`src/rtl/apb_master.sv`:
```
// apb_master: converts a valid/ready command interface into single APB transfers and
// returns a one-cycle completion pulse carrying read data and an error flag.
//
// Optional build macro: APB_MASTER_TIMEOUT_EN
//   When defined, an ACCESS phase that sees no PREADY for TIMEOUT_CYCLES+1 cycles
//   is aborted and reported as an error response with zero read data.
//
// Ports
//   PCLK, PRESET                  clock (rising edge), asynchronous active-high reset
//   req_valid_i / req_ready_o     command handshake, accepted only in IDLE
//   req_write_i, req_addr_i,
//   req_wdata_i                   command fields (1 = write)
//   rsp_valid_o                   one-cycle completion pulse (no backpressure)
//   rsp_rdata_o, rsp_err_o        response payload, held until the next completion
//   PADDR, PSEL, PENABLE,
//   PWRITE, PWDATA                APB requester outputs
//   PREADY, PRDATA, PSLVERR       APB completer response inputs

module apb_master #(
  parameter int unsigned DATA_WIDTH     = 32,
  parameter int unsigned ADDR_WIDTH     = 32,
  parameter int unsigned TIMEOUT_CYCLES = 255
) (
  input  logic                  PCLK,
  input  logic                  PRESET,

  input  logic                  req_valid_i,
  output logic                  req_ready_o,
  input  logic                  req_write_i,
  input  logic [ADDR_WIDTH-1:0] req_addr_i,
  input  logic [DATA_WIDTH-1:0] req_wdata_i,

  output logic                  rsp_valid_o,
  output logic [DATA_WIDTH-1:0] rsp_rdata_o,
  output logic                  rsp_err_o,

  output logic [ADDR_WIDTH-1:0] PADDR,
  output logic                  PSEL,
  output logic                  PENABLE,
  output logic                  PWRITE,
  output logic [DATA_WIDTH-1:0] PWDATA,
  input  logic                  PREADY,
  input  logic [DATA_WIDTH-1:0] PRDATA,
  input  logic                  PSLVERR
);

  typedef enum logic [1:0] {
    StIdle,
    StSetup,
    StAccess
  } state_e;

  state_e                state_q, state_d;
  logic [ADDR_WIDTH-1:0] paddr_q, paddr_d;
  logic                  pwrite_q, pwrite_d;
  logic [DATA_WIDTH-1:0] pwdata_q, pwdata_d;
  logic                  rsp_valid_q, rsp_valid_d;
  logic [DATA_WIDTH-1:0] rsp_rdata_q, rsp_rdata_d;
  logic                  rsp_err_q, rsp_err_d;

  // Asserted in an ACCESS cycle that must be abandoned for lack of PREADY.
  logic timeout;

`ifdef APB_MASTER_TIMEOUT_EN
  localparam int unsigned CntW = (TIMEOUT_CYCLES < 2) ? 1 : $clog2(TIMEOUT_CYCLES + 1);

  logic [CntW-1:0] cnt_q, cnt_d;

  assign timeout = (state_q == StAccess) && !PREADY && (cnt_q == CntW'(TIMEOUT_CYCLES));

  always_comb begin
    cnt_d = cnt_q;
    if (state_q == StSetup) begin
      // SETUP always leads to ACCESS, so clearing here clears on ACCESS entry.
      cnt_d = '0;
    end else if ((state_q == StAccess) && !PREADY && !timeout) begin
      cnt_d = cnt_q + 1'b1;
    end
  end

  always_ff @(posedge PCLK or posedge PRESET) begin
    if (PRESET) begin
      cnt_q <= '0;
    end else begin
      cnt_q <= cnt_d;
    end
  end
`else
  assign timeout = 1'b0;

  // TIMEOUT_CYCLES has no function in this build.
  logic unused_timeout_cfg;
  assign unused_timeout_cfg = ^TIMEOUT_CYCLES;
`endif

  always_comb begin
    state_d     = state_q;
    paddr_d     = paddr_q;
    pwrite_d    = pwrite_q;
    pwdata_d    = pwdata_q;
    rsp_valid_d = 1'b0;
    rsp_rdata_d = rsp_rdata_q;
    rsp_err_d   = rsp_err_q;

    unique case (state_q)
      StIdle: begin
        if (req_valid_i) begin
          paddr_d  = req_addr_i;
          pwrite_d = req_write_i;
          pwdata_d = req_wdata_i;
          state_d  = StSetup;
        end
      end
      StSetup: begin
        state_d = StAccess;
      end
      StAccess: begin
        // PREADY wins over a coincident timeout.
        if (PREADY) begin
          state_d     = StIdle;
          rsp_valid_d = 1'b1;
          rsp_err_d   = PSLVERR;
          rsp_rdata_d = pwrite_q ? '0 : PRDATA;
        end else if (timeout) begin
          state_d     = StIdle;
          rsp_valid_d = 1'b1;
          rsp_err_d   = 1'b1;
          rsp_rdata_d = '0;
        end
      end
      default: begin
        state_d = StIdle;
      end
    endcase
  end

  always_ff @(posedge PCLK or posedge PRESET) begin
    if (PRESET) begin
      state_q     <= StIdle;
      paddr_q     <= '0;
      pwrite_q    <= 1'b0;
      pwdata_q    <= '0;
      rsp_valid_q <= 1'b0;
      rsp_rdata_q <= '0;
      rsp_err_q   <= 1'b0;
    end else begin
      state_q     <= state_d;
      paddr_q     <= paddr_d;
      pwrite_q    <= pwrite_d;
      pwdata_q    <= pwdata_d;
      rsp_valid_q <= rsp_valid_d;
      rsp_rdata_q <= rsp_rdata_d;
      rsp_err_q   <= rsp_err_d;
    end
  end

  // Control outputs decode straight from the state register, so reset clears them at once.
  assign req_ready_o = (state_q == StIdle);
  assign PSEL        = (state_q != StIdle);
  assign PENABLE     = (state_q == StAccess);

  assign PADDR       = paddr_q;
  assign PWRITE      = pwrite_q;
  assign PWDATA      = pwdata_q;
  assign rsp_valid_o = rsp_valid_q;
  assign rsp_rdata_o = rsp_rdata_q;
  assign rsp_err_o   = rsp_err_q;

endmodule

```
`config.mk`:
```
export PLATFORM = sky130hd
export DESIGN_NAME = apb_master
export DESIGN_NICKNAME = d
export VERILOG_FILES = /design/src/rtl/apb_master.sv
export SDC_FILE = /design/constraint.sdc
export NUM_CORES = 1
export LEC_CHECK = 0
export ABC_AREA = 1
export CORE_ASPECT_RATIO = 1.5
export CORE_MARGIN = 3
export CORE_UTILIZATION = 37
export DETAILED_ROUTE_END_ITERATION = 8
export PLACE_DENSITY = 0.74
export SLEW_MARGIN = 0
export SYNTH_ARGS = -nofsm -noshare
export SYNTH_HDL_FRONTEND = slang
export SYNTH_SLANG_ARGS = --single-unit
```
`constraint.sdc`:
```
create_clock -name PCLK -period 3.5 [get_ports PCLK]
set_input_delay 0.7 -clock PCLK [delete_from_list [all_inputs] [get_ports PCLK]]
set_output_delay 0.7 -clock PCLK [all_outputs]
set_load 0.05 [all_outputs]
```
Yosys cells after proc, flatten, opt, wreduce, memory -nomap -nowiden
Cells that the tools add are included.

Bits in registers: 101. Bits of input ports: 102. Output and inout bits: 102. Word-level logic and storage cells: 22.

Equal/unequal tests: 4. Muxes and demuxes: 6. Reduce and logical (&&, ||, !) cells: 5.

Operators with widths (number): two-way mux 32 bit (1); one-hot mux 2 bit (3 select lines) (1); AND reduction 2 bit (3); two-way mux 2 bit (2); == test 2 x 1 -> 1 bit, second input constant (1); == test 2 bit, second input constant (1); zero test 2 bit (1); two-way mux 1 bit (2); != test 2 x 1 -> 1 bit, second input constant (1); != test 2 bit, second input constant (1); nonzero test 2 bit (1).

Logic depth before layout (Yosys ltp)
Depth in word-level cells: 3. Gate-level depth with buffers: 6. Mapped depth without buffers: 4.

Worst setup path after synthesis
No wires, ideal clock.

Path kind: flip-flop to output port. Start: register state_q[0]. End: output PSEL. Data arrival time: 1205 ps. Required time: 2800 ps. Path slack: 1595 ps. Cell stages (with the launch flop): 4. Path buffers: 1. Path through: dfrtp_1 nor2_4 buf_2 inv_1.

Word-level cells in the longest chain between the ends: 1.

Ends and longest elaborated chain: start: declaration (line 53) `state_e state_q, state_d;`; start signal: assignment (line 139) `state_q <= StIdle;`; start signal: assignment (line 147) `state_q <= state_d;`; nonzero test 2 bit (line 159) `assign PSEL = (state_q != StIdle);`; end: declaration (line 38) `output logic PSEL,`.

Every way passes these cells.

Final worst setup path
Start: register state_q[1]. End: output PENABLE.

Word-level cells in the longest chain between the ends: 1.

Ends and longest elaborated chain: == test 2 bit (line 160) `assign PENABLE = (state_q == StAccess);`; end: declaration (line 39) `output logic PENABLE,`.

Every way passes these cells.

==> flow_summary.yaml <==
yosys:
  synth_mux_area_frac: 0
  synth_xor_area_frac: 0
  synth_compound_area_frac: 0
  yosys.area.top_type_share: 0.598
  postSynthAreaPerCell_um2: 8.34
  ys_types: 11
  synthAdderAreaFrac: 0
  synth_top_family_by_area: "simple AND/OR/NAND/NOR gates"
  synth_seq_cells: 101
  syn_inst: 507
  synth_area_um2: 4230
  ys_seq_area_frac: 0.598
  syn_nets: 609
  synthTopCellsByArea: "dfrtp_1, nand2_1, nand3_1"
  yosys_warnings: 0
  synth-simple-area-share: 0.327
  yosysTopAreaCell: "dfrtp_1"
final_layout:
  multi_input_area_um2: 1390
  nFillCells: 953
  layout_common_cells: "clkdlybuf4s50_1, nand2_1, dfrtp_1, nand3_1, inv_1"
  nets: 796
  drive_above_1_share: 0.0415
  design_area_um2: 6630
  area_growth_pct: 56.7
  antennaDiodeCount: 0
  seqCellArea_um2: 2530
  final_util: 0.596
  final_common_cell: "clkdlybuf4s50_1"
worst_setup_path:
  critPathMaxFanout: 3
  startpoint_type: "register"
  arrival_ns: 1.83
  endpoint_kind: "primary output"
  crit_required_ns: 2.80
  critPathKind: "reg2out"
  r2r_slack_ns: 1.08
clock_network:
  htreeDepth: 3
  cts.sinks: 101
  cts_tree: "yes"
  cts_root_buf: "clkbuf_16"
  cts_buffers: 9
  cts_setup_buffers: 0
  clkTransAtPathRegs_ns: 0.07
  cts_resized: 0
  insertion_delay_ns: 0.34
  clk_path_buf_depth: 2
  cts_hold_buf: 0
placement:
  gp_congestion: 0.765
  io_buffers: 203
  hpwl_um: 8550
  placed_area_um2: 6340
worst_hold_path:
  min_path_type: "reg2reg"
sta:
  final.setup_skew_ns: 0.00605
  fmax_mhz: 396
  setup_viol: 0
  worst_slew_pin_slew_ns: 0.677
  finalCritPeriodShare: 0.722
  period_minus_slack_ns: 2.53
  hold_viol: 0
  slew_headroom: 0.549
  rsz0062_at_grt: "no"
  drv_slew: 0
  fin_setup_tns_ns: 0
floorplan:
  start_util: 0.381
  ios: 204
  dieArea_um2: 12800
  die_h_um: 137
  fp.dieW_um: 93.3
  row_count: 47
  core_um2: 11100
drt:
  drt_wl_total_um: 11900
  firstDrtPassIters: 4
  drc: 0
  ant_nets: 0
  viasPerCell: 4.60
  wl_per_cell_um: 14.1
  drtIter0Drc: 194
  vias: 3894
pwr:
  pwr-share-clk: 0.134
  ir_drop_mv: 0.537
  p_leak_nw: 3.33
  power.share.switching: 0.507
  internal_power_mw: 3.50
  seqPwrFrac: 0.279
  powerDensity_nw_per_um2: 1070
  pwr-share-comb: 0.587
  power_switching_mw: 3.61
global_routing:
  overflow: 0
  grt_pass1_wl_um: 19000
  antenna_found_initial: 0
  grt_pass1_vias: 3821
  track_usage: 0.188
  grt_max_degree: 69
job:
  maxCapViolations: 0
status:
  outcome: "completed"
[area by class of cell]
cell class | count | area share
multi-input combinational | 333 | 0.209
inverter | 38 | 0.0219
clock inverter | 4 | 0.00472
tap | 147 | 0.0278
timing repair buffer | 211 | 0.316
clock buffer | 12 | 0.0387
sequential | 101 | 0.381
[cells in the mapped netlist, drive strengths merged]
library cell,n
nand2,197
dfrtp,101
nand3,99
inv,38
nor2,37
buf,24
clkbuf,11
[state kept, by name, summed over array words and instances, names as in the netlist]
name / cells
PADDR: 32
PWDATA: 32
rsp_rdata_o: 32
state_q: 2
PWRITE: 1
rsp_err_o: 1
rsp_valid_o: 1
[worst max-delay path, cell delays in order (launching register included)]
cell,delay [ns]
dfrtp_1,0.41
inv_1,0.08
nor2_2,0.16
clkdlybuf4s50_1,0.83
[metal layers]
metal | track usage | wire (µm)
met5 | 0 | 0
met4 | 0.0709 | 185
met3 | 0.0358 | 695
met1 | 0.228 | 4740
met2 | 0.330 | 6300
[cell families after synthesis]
family                 count (synthesis)
flip-flops                           101
AND/OR/NAND/NOR                      333
buffers and inverters                 73
[stage by stage]
step,power (mW),worst slack (ns),hold WS (ns),cells
global route,7.50,0.877,0.489,846
detailed placement,6.21,1.08,0.457,830
CTS,7.19,0.947,0.475,846
global placement,6.15,1.11,0.453,830
finish,7.11,0.974,0.469,846
floorplan,4.75,0.153,0.624,507
[power by group through the flow]
stage / Clock, mW / Sequential, mW / Combinational (mW)
after floorplan: 0 / 3.77 / 0.977
after global placement: 0 / 1.99 / 4.16
after detailed placement: 0 / 1.99 / 4.21
after CTS: 0.981 / 1.99 / 4.22
after global routing: 1.02 / 2.05 / 4.43
final: 0.951 / 1.98 / 4.17
[final timing paths]
kind	from	end	cells after the start
worst max-delay path	state_q[1]	PENABLE	3
worst min-delay path	PADDR[8]	PADDR[8]	2
worst max register to register	state_q[0]	PWDATA[11]	6
max in group asynchronous	PRESET	PWDATA[21]	3
min in group asynchronous	PRESET	PADDR[21]	2
worst min register to register	PADDR[8]	PADDR[8]	2
(Power assumes the default switching activity.)
